`src/rtl/cpu_out_pkg.sv`:
```
// cpu_out_pkg: shared types and constants for the CPU output buffer and its
// optional decimal formatter (enabled by CPU_OUT_DECFMT_EN).
`default_nettype none

package cpu_out_pkg;

    typedef struct packed {
        logic       is_char;
        logic [7:0] data;
    } out_entry_t;

    typedef enum logic [2:0] {
        FMT_IDLE = 3'd0,
        FMT_H    = 3'd1,
        FMT_T    = 3'd2,
        FMT_U    = 3'd3,
        FMT_NL   = 3'd4
    } fmt_state_t;

    localparam logic [7:0] ASCII_ZERO = 8'h30;
    localparam logic [7:0] ASCII_LF   = 8'h0A;

endpackage

`default_nettype wire

```
`src/rtl/cpu_out_decfmt.sv`:
```
// cpu_out_decfmt: expands integer FIFO entries to ASCII decimal plus LF and
// passes characters through; pops the FIFO head only after its last byte.
`default_nettype none

module cpu_out_decfmt
    import cpu_out_pkg::*;
(
    input  logic       clk,
    input  logic       out_rst,
    input  logic       head_valid,
    input  out_entry_t head,
    output logic       head_pop,
    output logic       out_valid,
    input  logic       out_ready,
    output logic [7:0] out_data,
    output logic       out_is_char
);

    fmt_state_t state, state_nxt;
    logic [1:0] hundreds;
    logic [3:0] tens;
    logic [7:0] rem100;
    logic [7:0] rem10;

    // Digit extraction by compare-subtract; head stays stable until popped.
    always_comb begin
        hundreds = 2'd0;
        rem100   = head.data;
        if (head.data >= 8'd200) begin
            hundreds = 2'd2;
            rem100   = head.data - 8'd200;
        end else if (head.data >= 8'd100) begin
            hundreds = 2'd1;
            rem100   = head.data - 8'd100;
        end
        tens  = 4'd0;
        rem10 = rem100;
        for (int i = 1; i <= 9; i++) begin
            if (rem100 >= 8'(10 * i)) begin
                tens  = 4'(i);
                rem10 = rem100 - 8'(10 * i);
            end
        end
    end

    always_comb begin
        state_nxt = state;
        head_pop  = 1'b0;
        out_valid = (state != FMT_IDLE);
        out_data  = 8'h00;
        case (state)
            FMT_IDLE: begin
                if (head_valid) begin
                    if (head.is_char)              state_nxt = FMT_U;
                    else if (head.data >= 8'd100)  state_nxt = FMT_H;
                    else if (head.data >= 8'd10)   state_nxt = FMT_T;
                    else                           state_nxt = FMT_U;
                end
            end
            FMT_H: begin
                out_data = ASCII_ZERO + {6'd0, hundreds};
                if (out_ready) state_nxt = FMT_T;
            end
            FMT_T: begin
                out_data = ASCII_ZERO + {4'd0, tens};
                if (out_ready) state_nxt = FMT_U;
            end
            FMT_U: begin
                out_data = head.is_char ? head.data : (ASCII_ZERO + rem10);
                if (out_ready) begin
                    if (head.is_char) begin
                        head_pop  = 1'b1;
                        state_nxt = FMT_IDLE;
                    end else begin
                        state_nxt = FMT_NL;
                    end
                end
            end
            FMT_NL: begin
                out_data = ASCII_LF;
                if (out_ready) begin
                    head_pop  = 1'b1;
                    state_nxt = FMT_IDLE;
                end
            end
            default: state_nxt = FMT_IDLE;
        endcase
    end

    always_ff @(posedge clk or posedge out_rst) begin
        if (out_rst) state <= FMT_IDLE;
        else         state <= state_nxt;
    end

    assign out_is_char = 1'b1;

endmodule

`default_nettype wire

```
`src/rtl/cpu_out_buffer.sv`:
```
// cpu_out_buffer: captures main_bus on Out/COut strobes into a tagged FIFO and
// drains it over valid/ready. Optional decimal formatter: CPU_OUT_DECFMT_EN.
`default_nettype none

module cpu_out_buffer
    import cpu_out_pkg::*;
#(
    parameter int DEPTH = 16,
    parameter int CW    = $clog2(DEPTH) + 1
) (
    input  logic          clk,
    input  logic          out_rst,
    input  logic [7:0]    main_bus,
    input  logic          int_ld_n,
    input  logic          char_ld_n,
    output logic          out_valid,
    input  logic          out_ready,
    output logic [7:0]    out_data,
    output logic          out_is_char,
    output logic [CW-1:0] count,
    output logic          overflow,
    output logic          conflict
);

    localparam int AW = $clog2(DEPTH);

    out_entry_t    mem [DEPTH];
    logic [AW-1:0] wr_ptr, rd_ptr;
    out_entry_t    push_entry, head;
    logic          push_req, full, fifo_valid, fifo_ready, fifo_pop, do_push;

    // Integer strobe wins a conflict, so the tag is simply the int strobe level.
    assign push_req           = ~int_ld_n | ~char_ld_n;
    assign push_entry.is_char = int_ld_n;
    assign push_entry.data    = main_bus;

    assign full       = (count == CW'(DEPTH));
    assign fifo_valid = (count != '0);
    assign fifo_pop   = fifo_valid & fifo_ready;
    assign do_push    = push_req & (~full | fifo_pop);
    assign head       = mem[rd_ptr];

    always_ff @(posedge clk or posedge out_rst) begin
        if (out_rst) begin
            wr_ptr   <= '0;
            rd_ptr   <= '0;
            count    <= '0;
            overflow <= 1'b0;
            conflict <= 1'b0;
            for (int i = 0; i < DEPTH; i++) mem[i] <= '0;
        end else begin
            if (do_push) begin
                mem[wr_ptr] <= push_entry;
                wr_ptr      <= wr_ptr + 1'b1;
            end
            if (fifo_pop) rd_ptr <= rd_ptr + 1'b1;
            case ({do_push, fifo_pop})
                2'b10:   count <= count + 1'b1;
                2'b01:   count <= count - 1'b1;
                default: count <= count;
            endcase
            if (push_req & full & ~fifo_pop) overflow <= 1'b1;
            if (~int_ld_n & ~char_ld_n)      conflict <= 1'b1;
        end
    end

`ifdef CPU_OUT_DECFMT_EN
    cpu_out_decfmt u_decfmt (
        .clk         (clk),
        .out_rst     (out_rst),
        .head_valid  (fifo_valid),
        .head        (head),
        .head_pop    (fifo_ready),
        .out_valid   (out_valid),
        .out_ready   (out_ready),
        .out_data    (out_data),
        .out_is_char (out_is_char)
    );
`else
    // Head is read from registered storage, so it only moves on a pop or first push.
    assign fifo_ready  = out_ready;
    assign out_valid   = fifo_valid;
    assign out_data    = head.data;
    assign out_is_char = head.is_char;
`endif

endmodule

`default_nettype wire
```
`config.mk`:
```
export PLATFORM = sky130hd
export DESIGN_NAME = cpu_out_buffer
export DESIGN_NICKNAME = d
export VERILOG_FILES = /design/src/rtl/cpu_out_pkg.sv /design/src/rtl/cpu_out_decfmt.sv /design/src/rtl/cpu_out_buffer.sv
export SDC_FILE = /design/constraint.sdc
export NUM_CORES = 1
export LEC_CHECK = 0
export ABC_AREA = 0
export CAP_MARGIN = 20
export CELL_PAD_IN_SITES_DETAIL_PLACEMENT = 1
export CELL_PAD_IN_SITES_GLOBAL_PLACEMENT = 2
export CORE_UTILIZATION = 42
export CTS_BUF_LIST = sky130_fd_sc_hd__clkbuf_16
export CTS_CLUSTER_SIZE = 12
export DETAILED_ROUTE_END_ITERATION = 16
export DONT_BUFFER_PORTS = 1
export GPL_TIMING_DRIVEN = 0
export PLACE_DENSITY_LB_ADDON = 0.1
export SLEW_MARGIN = 20
export SYNTH_ARGS = -nofsm -noshare
export SYNTH_HDL_FRONTEND = slang
export SYNTH_SLANG_ARGS = --single-unit
```
`constraint.sdc`:
```
create_clock -name clk -period 5.65 [get_ports clk]
set_input_delay 1.13 -clock clk [delete_from_list [all_inputs] [get_ports clk]]
set_output_delay 1.13 -clock clk [all_outputs]
set_load 0.03 [all_outputs]
```
==> results of run 1 <==
==> stage by stage <==
step                utilization  power [W]  setup slack [ns]  instances
CTS                       0.486    0.00565              1.61        768
finish                    0.486    0.00558              1.59        768
global placement          0.452    0.00439             -1.39        738
global route              0.486    0.00591              1.53        768
detailed placement        0.454    0.00451              1.91        739
floorplan                     -    0.00388             0.228        513
==> logic make-up after synthesis <==
| group | Yosys count | synth area share |
|---|---|---|
| fa+ha+maj | 8 | 0.0131 |
| xor+xnor | 12 | 0.0137 |
| simple gates | 52 | 0.0682 |
| buf+inv | 35 | 0.0217 |
| flops | 159 | 0.520 |
| compound gates | 46 | 0.0435 |
| mux | 201 | 0.320 |
==> area by class of cell <==
type / instances / area [um^2] / share of cell area
sequential: 159 / 3980 / 0.467
multi-input combinational: 319 / 3510 / 0.411
clock buffer: 17 / 425 / 0.0499
tap: 225 / 282 / 0.0330
buffer: 30 / 148 / 0.0173
clock inverter: 12 / 131 / 0.0154
timing repair buffer: 1 / 27.5 / 0.00323
inverter: 5 / 26.3 / 0.00308
==> cells in the final DEF, fill, tap and decap left out, drive strengths merged, types with 9 or more instances in the layout <==
| cell | count |
|---|---|
| buf | 16 |
| nand3 | 20 |
| a221oi | 18 |
| o21ai | 10 |
| a22oi | 9 |
| clkbuf | 32 |
| mux2i | 36 |
| dfrtp | 159 |
| mux4 | 18 |
| nand2 | 14 |
| mux2 | 147 |
==> per-layer routing <==
layer	global-route usage	vias up	share of wire
li1	-	1961	-
met1	0.288	2360	0.44
met2	0.371	61	0.50
met3	0.0459	24	0.030
met4	0.0806	0	0.023
met5	0	-	0
==> critical path: stages, from the launching register on <==
cell and delay, ns:
sky130_fd_sc_hd__dfrtp_1 0.39, sky130_fd_sc_hd__buf_1 0.79, sky130_fd_sc_hd__buf_2 0.50, sky130_fd_sc_hd__mux4_2 0.37
sky130_fd_sc_hd__a22oi_1 0.18, sky130_fd_sc_hd__nand2_1 0.27
==> flip-flops by register name (all words and copies together), names as in the netlist <==
signal    count
count         5
wr_ptr        4
conflict      1
rd_ptr        4
mem         144
overflow      1
==> path summary, 6_finish.rpt <==
kind | slack (ns) | from | depth (start not counted) | endpoint
hold / removal | 0.49 | mem[5] | 1 | mem[5]
min in group asynchronous | 0.57 | out_rst | 1 | count[0]
max in group asynchronous | 4.19 | out_rst | 2 | mem[109]
setup / recovery | 1.59 | rd_ptr[1] | 5 | out_data[0]
hold reg to reg | 0.49 | mem[5] | 1 | mem[5]
setup reg to reg | 2.09 | count[1] | 13 | count[4]
==> report_power, final <==
part / leakage, nW / internal, W / switching [W]
Clock: 0.283 / 0.000676 / 0.000439
Combinational: 1.46 / 0.00111 / 0.00127
Sequential: 1.91 / 0.00171 / 0.000383
==> tab_implementation.tex, run 1 <==
\begin{tabular}{lr}
\hline
Metric & Value \\
\hline
\multicolumn{2}{l}{\textbf{Route}} \\
\quad Routed len/inst & 24.6 um \\
\quad Post-route DRC & 0 \\
\quad Initial DRC Count & 179 \\
\quad Average via count per standard cell & 5.74 \\
\quad Detailed Route WL & 18.9 mm \\
\quad Remaining number of nets flagged by the antenna check after routing & 0 \\
\quad Drt first pass iters & 4 \\
\quad Total vias in the final route & 4406 \\
\multicolumn{2}{l}{\textbf{Global route}} \\
\quad Number of global-route vias before repair & 4887 \\
\quad GR Overflow Total & 0 \\
\quad Largest net degree at the start of global routing & 104 \\
\quad First-pass GRT wire length & 29.8 mm \\
\quad Initial antenna violation count & 0 \\
\quad Total GRT Usage & 0.223 \\
\multicolumn{2}{l}{\textbf{Setup path}} \\
\quad Type of the setup path with the least slack & flip-flop to output port \\
\quad Crit path DAT & 2.93 ns \\
\quad CP required & 4.52 ns \\
\quad Startpoint type of the worst setup path & flip-flop \\
\quad Critical-path maximum fanout & 10 \\
\quad Element type at the critical path end & output port \\
\multicolumn{2}{l}{\textbf{STA}} \\
\quad Ratio of final minimum period to clock period & 0.718 \\
\quad Worst hold-check slack & 0.492 ns \\
\quad Min Clock Period, post-route & 4.06 ns \\
\quad Maximum clock frequency & 0.246 GHz \\
\quad TNS Setup & 0 ns \\
\quad Final setup skew & 0.00592 ns \\
\quad Max Slew Vio Count & 0 \\
\quad Final hold violation count & 0 \\
\quad Slew at the pin closest to its max-slew limit & 1.03 ns \\
\quad Setup violations, final & 0 \\
\quad Max\_slew headroom & 0.310 \\
\quad Unrepaired setup endpoints after global routing & false \\
\multicolumn{2}{l}{\textbf{Clock network}} \\
\quad \# resized after CTS & 0 \\
\quad H-tree levels & 4 \\
\quad Clock transition at the registers of the reported paths & 0.06 ns \\
\quad Clk root buf & sky130\_fd\_sc\_hd\_\_clkbuf\_16 \\
\quad Worst skew pair latency & 0.43 ns \\
\quad Clock tree from TritonCTS & yes \\
\quad Sink count of the clock tree & 159 \\
\quad Maximum count of clock buffers along a single path & 2 \\
\quad Hold buffer count at CTS & 0 \\
\quad Number of buffers created by CTS & 17 \\
\quad Buffers inserted during post-CTS setup optimization & 0 \\
\multicolumn{2}{l}{\textbf{Die}} \\
\quad Initial Util & 0.436 \\
\quad CORE AREA & 17500 um\^{}2 \\
\quad Die area & 18800 um\^{}2 \\
\quad Placement row count & 48 \\
\quad Chip width & 137 um \\
\quad Height of the die & 137 um \\
\quad Number of I/O pins & 30 \\
\multicolumn{2}{l}{\textbf{Flow run}} \\
\quad Number of maximum-capacitance constraint violations & 0 \\
\multicolumn{2}{l}{\textbf{Logic synthesis}} \\
\quad Top FF cell, synth & sky130\_fd\_sc\_hd\_\_dfrtp\_1 \\
\quad Post-synthesis async set-or-reset flop share & 1.00 \\
\quad Dominant cell by count in the synthesized netlist & sky130\_fd\_sc\_hd\_\_dfrtp\_1 \\
\quad Largest area contributor in the netlist & sky130\_fd\_sc\_hd\_\_dfrtp\_1 \\
\quad Total number of yosys warnings & 0 \\
\quad Count of cell types in the netlist & 41 \\
\quad Most instantiated cells after synthesis & sky130\_fd\_sc\_hd\_\_dfrtp\_1, sky130\_fd\_sc\_hd\_\_mux2\_2, sky130\_fd\_sc\_hd\_\_mux2i\_1 \\
\quad Post-synthesis instance total & 513 \\
\quad Post-synthesis sequential element count & 159 \\
\quad Net count of the mapped netlist & 534 \\
\quad Synthesized area per cell & 14.9 um\^{}2 \\
\quad Synth area leaders & sky130\_fd\_sc\_hd\_\_dfrtp\_1, sky130\_fd\_sc\_hd\_\_mux2\_2, sky130\_fd\_sc\_hd\_\_mux4\_2, sky130\_fd\_sc\_hd\_\_mux2i\_1, sky130\_fd\_sc\_hd\_\_nand3\_4 \\
\quad Synth Cell Area & 7650 um\^{}2 \\
\quad Area share of the largest cell type after synthesis & 0.520 \\
\quad Number of enable flip-flop cells after synthesis & 0 \\
\quad Sequential fraction of the synthesis area & 0.520 \\
\multicolumn{2}{l}{\textbf{Final layout}} \\
\quad Number of inserted diodes & 0 \\
\quad FILL cells & 1724 \\
\quad Layout Area Growth over Synthesis & 11.4\% \\
\quad Layout Nets & 554 \\
\quad Share of layout cells above drive strength 1 & 0.411 \\
\quad Final design area excluding fillers & 8530 um\^{}2 \\
\multicolumn{2}{l}{\textbf{Place}} \\
\quad Placement-stage cell area & 7970 um\^{}2 \\
\quad GPL Wtd Cong & 0.730 \\
\quad Final HPWL from detailed placement & 12.5 mm \\
\quad Number of buffers inserted by port buffering & 0 \\
\multicolumn{2}{l}{\textbf{Power and ir drop}} \\
\quad Power density cells & 655 nW/um\^{}2 \\
\quad Leakage power & 3.66 nW \\
\quad Max IR drop VDD & 0.282 mV \\
\multicolumn{2}{l}{\textbf{Worst hold path}} \\
\quad Hold/Removal Path Class & flip-flop to flip-flop \\
\multicolumn{2}{l}{\textbf{Run status}} \\
\quad Status & finished, final reports clean \\
\hline
\end{tabular}
(Power assumes the default switching activity.)
==> run 2: changes to the inputs <==
- clock period: 5.65 -> 3.3 ns (I/O delays scaled with it)
==> run 2 against run 1 <==
  * Clock power is 72% higher
  * Via count increased by 0.25%
  * Wire length is 0.25% higher
  * Die area unchanged
  * Utilization is 0.62 points higher
  * Critical path depth grew 1
  * Sequential cell count stayed put
  * Clock skew up 0.0026 ns
  * Sequential share of layout area shrank 0.53 points
==> tab_implementation.tex, run 2 (synthesis gave the netlist of run 1 again) <==
\begin{tabular}{lr}
\hline
Metric & Value \\
\hline
\multicolumn{2}{l}{\textbf{Setup path}} \\
\quad Startpoint type of the worst setup path & flip-flop \\
\quad CP required & 2.64 ns \\
\quad Worst-path cell chain & buf\_4 -> buf\_4 -> mux2i\_1 -> a221oi\_1 -> o21ai\_0 -> nand2\_1 \\
\quad Critical path buffers and inverters & 2 \\
\quad Slowest CP cell & sky130\_fd\_sc\_hd\_\_a221oi\_1 \\
\quad Element type at the critical path end & output port \\
\quad Cell type group with the largest total delay on the critical path & compound AO/OA/AOI/OAI gates \\
\quad Type of the setup path with the least slack & flip-flop to output port \\
\quad Crit path DAT & 2.48 ns \\
\quad Critical-path maximum fanout & 10 \\
\quad CP dominant cell by count & sky130\_fd\_sc\_hd\_\_buf\_4 \\
\quad Critical Path Max Stage Delay & 0.54 ns \\
\multicolumn{2}{l}{\textbf{STA}} \\
\quad Max Slew Vio Count & 0 \\
\quad Ratio of final minimum period to clock period & 0.952 \\
\quad Final setup skew & 0.00850 ns \\
\quad Unrepaired setup endpoints after global routing & false \\
\quad Maximum clock frequency & 0.318 GHz \\
\quad Setup violations, final & 0 \\
\quad Final hold violation count & 0 \\
\quad Slew at the pin closest to its max-slew limit & 0.752 ns \\
\quad Max\_slew headroom & 0.498 \\
\quad Min Clock Period, post-route & 3.14 ns \\
\multicolumn{2}{l}{\textbf{Final layout}} \\
\quad Most used cells in the layout excluding fill and tap cells & sky130\_fd\_sc\_hd\_\_dfrtp\_1, sky130\_fd\_sc\_hd\_\_mux2\_2, sky130\_fd\_sc\_hd\_\_mux2i\_1, sky130\_fd\_sc\_hd\_\_mux4\_2 \\
\quad Number of inserted diodes & 0 \\
\quad Final cell count without fillers & 770 \\
\quad Layout Nets & 556 \\
\quad Register bank with the most flops & mem \\
\quad Leading cell type in the layout, fill and taps excluded & sky130\_fd\_sc\_hd\_\_dfrtp\_1 \\
\quad Layout Area Growth over Synthesis & 12.8\% \\
\quad Flip-flop and latch area & 3980 um\^{}2 \\
\quad Registers with the highest flip-flop counts & mem: 144 flops, count: 5 flops \\
\quad Number of flip-flops under the largest register name & 144 \\
\quad Multi-input logic area & 3530 um\^{}2 \\
\quad Share of layout cells above drive strength 1 & 0.437 \\
\quad FILL cells & 1693 \\
\multicolumn{2}{l}{\textbf{Clock network}} \\
\quad Maximum count of clock buffers along a single path & 2 \\
\quad Number of buffers created by CTS & 17 \\
\quad Worst skew pair latency & 0.42 ns \\
\quad H-tree levels & 4 \\
\quad Clock transition at the registers of the reported paths & 0.06 ns \\
\quad Clk root buf & sky130\_fd\_sc\_hd\_\_clkbuf\_16 \\
\quad Clock tree from TritonCTS & yes \\
\quad Sink count of the clock tree & 159 \\
\multicolumn{2}{l}{\textbf{Flow run}} \\
\quad Number of maximum-capacitance constraint violations & 0 \\
\multicolumn{2}{l}{\textbf{Die}} \\
\quad Die area & 18800 um\^{}2 \\
\quad Initial Util & 0.436 \\
\quad CORE AREA & 17500 um\^{}2 \\
\quad Chip width & 137 um \\
\quad Placement row count & 48 \\
\quad Number of I/O pins & 30 \\
\quad Height of the die & 137 um \\
\multicolumn{2}{l}{\textbf{Route}} \\
\quad Routed len/inst & 24.6 um \\
\quad Initial DRC Count & 225 \\
\quad Detailed Route WL & 18.9 mm \\
\quad Post-route DRC & 0 \\
\quad Average via count per standard cell & 5.74 \\
\quad Remaining number of nets flagged by the antenna check after routing & 0 \\
\quad Total vias in the final route & 4417 \\
\quad Drt first pass iters & 4 \\
\multicolumn{2}{l}{\textbf{Place}} \\
\quad Number of buffers inserted by port buffering & 0 \\
\quad GPL Wtd Cong & 0.766 \\
\quad Inst Count DP & 743 \\
\quad Final HPWL from detailed placement & 12.6 mm \\
\multicolumn{2}{l}{\textbf{Global route}} \\
\quad GR Overflow Total & 0 \\
\quad Largest net degree at the start of global routing & 34 \\
\quad Initial antenna violation count & 0 \\
\quad First-pass GRT wire length & 30.1 mm \\
\quad Number of global-route vias before repair & 4958 \\
\quad Total GRT Usage & 0.227 \\
\multicolumn{2}{l}{\textbf{Run status}} \\
\quad Status & finished, final reports clean \\
\multicolumn{2}{l}{\textbf{Power and ir drop}} \\
\quad Power density cells & 1110 nW/um\^{}2 \\
\quad Post-layout power & 0.00959 W \\
\quad Max IR drop VDD & 0.560 mV \\
\quad Leakage power & 3.69 nW \\
\multicolumn{2}{l}{\textbf{Worst hold path}} \\
\quad Hold/Removal Path Class & primary input to asynchronous set/reset pin \\
\hline
\end{tabular}
[run 2: cell count changes in the layout (fill, tap and decap cells not counted), moves of 3 or more]
cell / previous run / this run
sky130_fd_sc_hd__dfrtp_1: 159 / 155
sky130_fd_sc_hd__buf_12: 0 / 4
sky130_fd_sc_hd__clkbuf_1: 15 / 11
sky130_fd_sc_hd__dfrtp_2: 0 / 4
sky130_fd_sc_hd__clkbuf_4: 0 / 3
[run 2: cell type report]
class                      instances  share of cell area
clock inverter                    12              0.0151
inverter                           5             0.00261
timing repair buffer               5              0.0125
tap                              225              0.0326
multi-input combinational        319               0.409
sequential                       159               0.461
clock buffer                      17              0.0493
buffer                            28              0.0177
[run 2: routing by layer]
layer | wire [um] | global-route usage | up-vias
li1 | - | - | 1957
met1 | 8370 | 0.299 | 2362
met2 | 9430 | 0.367 | 77
met3 | 808 | 0.0567 | 21
met4 | 328 | 0.0678 | 0
met5 | 0 | 0 | -
[run 2: worst paths after layout]
| path | startpoint | to | slack [ns] | depth (start not counted) |
|---|---|---|---|---|
| worst max-delay path | rd_ptr[0] | out_data[3] | 0.16 | 6 |
| worst max register to register | count[1] | count[4] | 0.26 | 10 |
| min in group clk | char_ld_n | conflict | 0.33 | 1 |
| max in group asynchronous | out_rst | mem[142] | 2.13 | 4 |
| worst min register to register | mem[5] | mem[5] | 0.50 | 1 |
| worst min-delay path | out_rst | mem[32] | 0.14 | 1 |
[run 2: worst reg2reg max path, delay by kind of cell, from the launching register on]
family	cells	cell delay [ns]
xor+xnor	2	0.31
fa+ha+maj	2	0.53
flops	1	0.46
buf+inv	1	0.24
simple gates	2	0.51
compound gates	3	0.92
[run 2: timing repair]
item / 4_1_cts / 5_1_grt
pin swaps: 0 / 1
setup buffers: 0 / 0
setup endpoints to repair: 10 / 10
resized for setup: 7 / 13
hold buffers: 0 / 0
[run 2: where the power goes]
part,internal (W),switching [W],total [W]
clock network,0.00116,0.000756,0.00191
logic,0.00192,0.00218,0.00411
registers,0.00294,0.000637,0.00357
[run 2: through the flow]
step	hold WS [ns]	setup slack, ns	utilization	instance area, um^2	setup TNS [ns]
floorplan	0.464	0.162	-	7660	0
global placement	0.474	-0.225	0.453	7940	-33.12
detailed placement	0.489	-0.277	0.459	8050	-0.277
CTS	0.139	0.0278	0.492	8620	0
global route	0.152	0.00445	0.492	8630	0
finish	0.142	0.159	0.492	8630	0
==> run 3: changes to the inputs <==
- SETUP_SLACK_MARGIN: unset -> 0.2
==> run 3 against run 2 <==
  * Utilization rose by 4.0 points
  * Clock power rose by 6%
  * First-iteration DRC count rose by 2.7%
  * Total power rose by 8.9%
  * Highest routed layer unchanged
  * Via count rose by 6.3%
  * Non-clock buffer count rose by 19
  * Worst hold slack improved by 0.033 ns
  * Final cell count rose by 4.2%
  * Critical endpoint is now mem[105]
==> tab_implementation.tex, run 3 (synthesis gave the netlist of run 1 again) <==
\begin{tabular}{lr}
\hline
Metric & Value \\
\hline
\multicolumn{2}{l}{\textbf{Run status}} \\
\quad Status & finished, final reports clean \\
\multicolumn{2}{l}{\textbf{Setup path}} \\
\quad Type of the setup path with the least slack & flip-flop to flip-flop \\
\quad Critical-path maximum fanout & 6 \\
\quad Element type at the critical path end & flip-flop \\
\quad Startpoint type of the worst setup path & flip-flop \\
\quad Crit path DAT & 3.33 ns \\
\quad CP required & 3.61 ns \\
\multicolumn{2}{l}{\textbf{Final layout}} \\
\quad Layout Nets & 585 \\
\quad FILL cells & 1658 \\
\quad Number of inserted diodes & 0 \\
\quad Final cell count without fillers & 802 \\
\quad Layout Area Growth over Synthesis & 22.1\% \\
\quad Leading cell type in the layout, fill and taps excluded & sky130\_fd\_sc\_hd\_\_dfrtp\_1 \\
\quad Fraction of the core area covered by cells at the end of the flow & 0.533 \\
\quad Registers with the highest flip-flop counts & mem: 144 flops, count: 5 flops \\
\quad Share of layout cells above drive strength 1 & 0.513 \\
\quad Final design area excluding fillers & 9340 um\^{}2 \\
\quad Register bank with the most flops & mem \\
\quad Most used cells in the layout excluding fill and tap cells & sky130\_fd\_sc\_hd\_\_dfrtp\_1, sky130\_fd\_sc\_hd\_\_mux2\_2, sky130\_fd\_sc\_hd\_\_mux2\_4, sky130\_fd\_sc\_hd\_\_mux2i\_1, sky130\_fd\_sc\_hd\_\_nand3\_4 \\
\quad Number of flip-flops under the largest register name & 144 \\
\multicolumn{2}{l}{\textbf{Die}} \\
\quad Chip width & 137 um \\
\quad Initial Util & 0.436 \\
\quad Number of I/O pins & 30 \\
\quad CORE AREA & 17500 um\^{}2 \\
\quad Placement row count & 48 \\
\quad Height of the die & 137 um \\
\quad Die area & 18800 um\^{}2 \\
\multicolumn{2}{l}{\textbf{Power and ir drop}} \\
\quad Combinational power share & 0.462 \\
\quad Fraction of power consumed by the clock network & 0.194 \\
\quad Leakage power & 4.06 nW \\
\quad Max IR drop VDD & 0.551 mV \\
\quad Net switching power figure & 0.00400 W \\
\quad Part of the power in registers & 0.343 \\
\quad Switching part of the total power & 0.383 \\
\quad Power density cells & 1120 nW/um\^{}2 \\
\quad Design internal power & 0.00645 W \\
\multicolumn{2}{l}{\textbf{Global route}} \\
\quad Largest net degree at the start of global routing & 36 \\
\quad GR Overflow Total & 0 \\
\quad Total GRT Usage & 0.243 \\
\quad Number of global-route vias before repair & 5167 \\
\quad Initial antenna violation count & 0 \\
\quad First-pass GRT wire length & 32.0 mm \\
\multicolumn{2}{l}{\textbf{Place}} \\
\quad Placement-stage cell area & 8050 um\^{}2 \\
\quad Inst Count DP & 743 \\
\quad GPL Wtd Cong & 0.745 \\
\quad Number of buffers inserted by port buffering & 0 \\
\quad Final HPWL from detailed placement & 12.7 mm \\
\multicolumn{2}{l}{\textbf{STA}} \\
\quad Unrepaired setup endpoints after global routing & true \\
\quad Final hold violation count & 0 \\
\quad Ratio of final minimum period to clock period & 0.916 \\
\quad Setup violations, final & 0 \\
\quad Slew at the pin closest to its max-slew limit & 0.989 ns \\
\quad Max Slew Vio Count & 0 \\
\quad Min Clock Period, post-route & 3.02 ns \\
\quad Maximum clock frequency & 0.331 GHz \\
\quad Final setup skew & 0.00715 ns \\
\quad Max\_slew headroom & 0.340 \\
\quad TNS Setup & 0 ns \\
\multicolumn{2}{l}{\textbf{Route}} \\
\quad Initial DRC Count & 231 \\
\quad Routed len/inst & 26.4 um \\
\quad Post-route DRC & 0 \\
\quad Remaining number of nets flagged by the antenna check after routing & 0 \\
\quad Drt first pass iters & 4 \\
\quad Average via count per standard cell & 5.85 \\
\quad Total vias in the final route & 4695 \\
\quad Detailed Route WL & 21.2 mm \\
\multicolumn{2}{l}{\textbf{Clock network}} \\
\quad Clk root buf & sky130\_fd\_sc\_hd\_\_clkbuf\_16 \\
\quad Sink count of the clock tree & 159 \\
\quad Worst skew pair latency & 0.43 ns \\
\quad Clock transition at the registers of the reported paths & 0.07 ns \\
\quad Hold buffer count at CTS & 0 \\
\quad Number of buffers created by CTS & 17 \\
\quad Maximum count of clock buffers along a single path & 2 \\
\quad H-tree levels & 4 \\
\quad Clock tree from TritonCTS & yes \\
\multicolumn{2}{l}{\textbf{Flow run}} \\
\quad Number of maximum-capacitance constraint violations & 0 \\
\multicolumn{2}{l}{\textbf{Worst hold path}} \\
\quad Hold/Removal Path Class & primary input to asynchronous set/reset pin \\
\hline
\end{tabular}
[run 3: worst paths after layout]
| check | from | slack, ns | end | cells after the start |
|---|---|---|---|---|
| setup / recovery | count[1] | 0.28 | mem[105] | 15 |
| hold / removal | out_rst | 0.18 | mem[68] | 1 |
| setup reg to reg | count[1] | 0.28 | mem[105] | 15 |
| hold reg to reg | mem[5] | 0.49 | mem[5] | 1 |
| max in group asynchronous | out_rst | 2.13 | mem[133] | 4 |
| min in group clk | char_ld_n | 0.34 | conflict | 1 |
[run 3: cell type report]
class / count / area, um^2 / area share
repair buffers: 22 / 297 / 0.0317
inverters: 5 / 22.5 / 0.00241
plain buffers: 30 / 204 / 0.0218
flip-flops and latches: 159 / 3980 / 0.426
clock inverters: 15 / 178 / 0.0190
clock buffers: 17 / 425 / 0.0455
multi-input cells: 329 / 3950 / 0.423
well taps: 225 / 282 / 0.0301
[run 3: metrics by stage]
| step | hold slack, ns | setup slack [ns] | total power, W |
|---|---|---|---|
| 2_1_floorplan | 0.464 | 0.259 | 0.00664 |
| 3_3_place_gp | 0.473 | -0.229 | 0.00753 |
| 3_5_place_dp | 0.486 | -0.155 | 0.00774 |
| 4_1_cts | 0.176 | 0.158 | 0.0101 |
| 5_1_grt | 0.208 | 0.178 | 0.0110 |
| 6_report | 0.175 | 0.277 | 0.0104 |
[run 3: what timing repair did]
action,CTS,global route
hold endpoints to repair,0,0
gates resized for setup,37,73
setup buffers,11,3
pin swaps,6,6
setup endpoints to repair,10,100
gates cloned,9,4
[run 3: power by group through the flow]
| stage | Sequential (W) | Clock [W] | Combinational, W |
|---|---|---|---|
| finish | 0.00359 | 0.00203 | 0.00483 |
| global route | 0.00372 | 0.00216 | 0.00517 |
| CTS | 0.00356 | 0.00208 | 0.00449 |
| detailed placement | 0.00359 | 0 | 0.00415 |
| global placement | 0.00352 | 0 | 0.00400 |
| floorplan | 0.00341 | 0 | 0.00322 |
[run 3: metal layers]
metal,GRT usage,share of wire
met5,0,0
met4,0.0794,0.016
met3,0.0667,0.042
met2,0.383,0.49
met1,0.324,0.45
[run 3: worst max-delay path, cell delays in order (launching register included)]
cell                        delay (ns)
sky130_fd_sc_hd__dfrtp_2          0.48
sky130_fd_sc_hd__buf_6            0.16
sky130_fd_sc_hd__nor4_4           0.30
sky130_fd_sc_hd__nand3b_1         0.17
sky130_fd_sc_hd__buf_4            0.18
sky130_fd_sc_hd__buf_6            0.11
sky130_fd_sc_hd__buf_4            0.13
sky130_fd_sc_hd__buf_6            0.11
sky130_fd_sc_hd__buf_6            0.10
sky130_fd_sc_hd__buf_4            0.12
sky130_fd_sc_hd__buf_4            0.12
sky130_fd_sc_hd__buf_6            0.11
sky130_fd_sc_hd__buf_8            0.13
sky130_fd_sc_hd__clkbuf_16        0.17
sky130_fd_sc_hd__nand3_4          0.15
sky130_fd_sc_hd__mux2_2           0.36
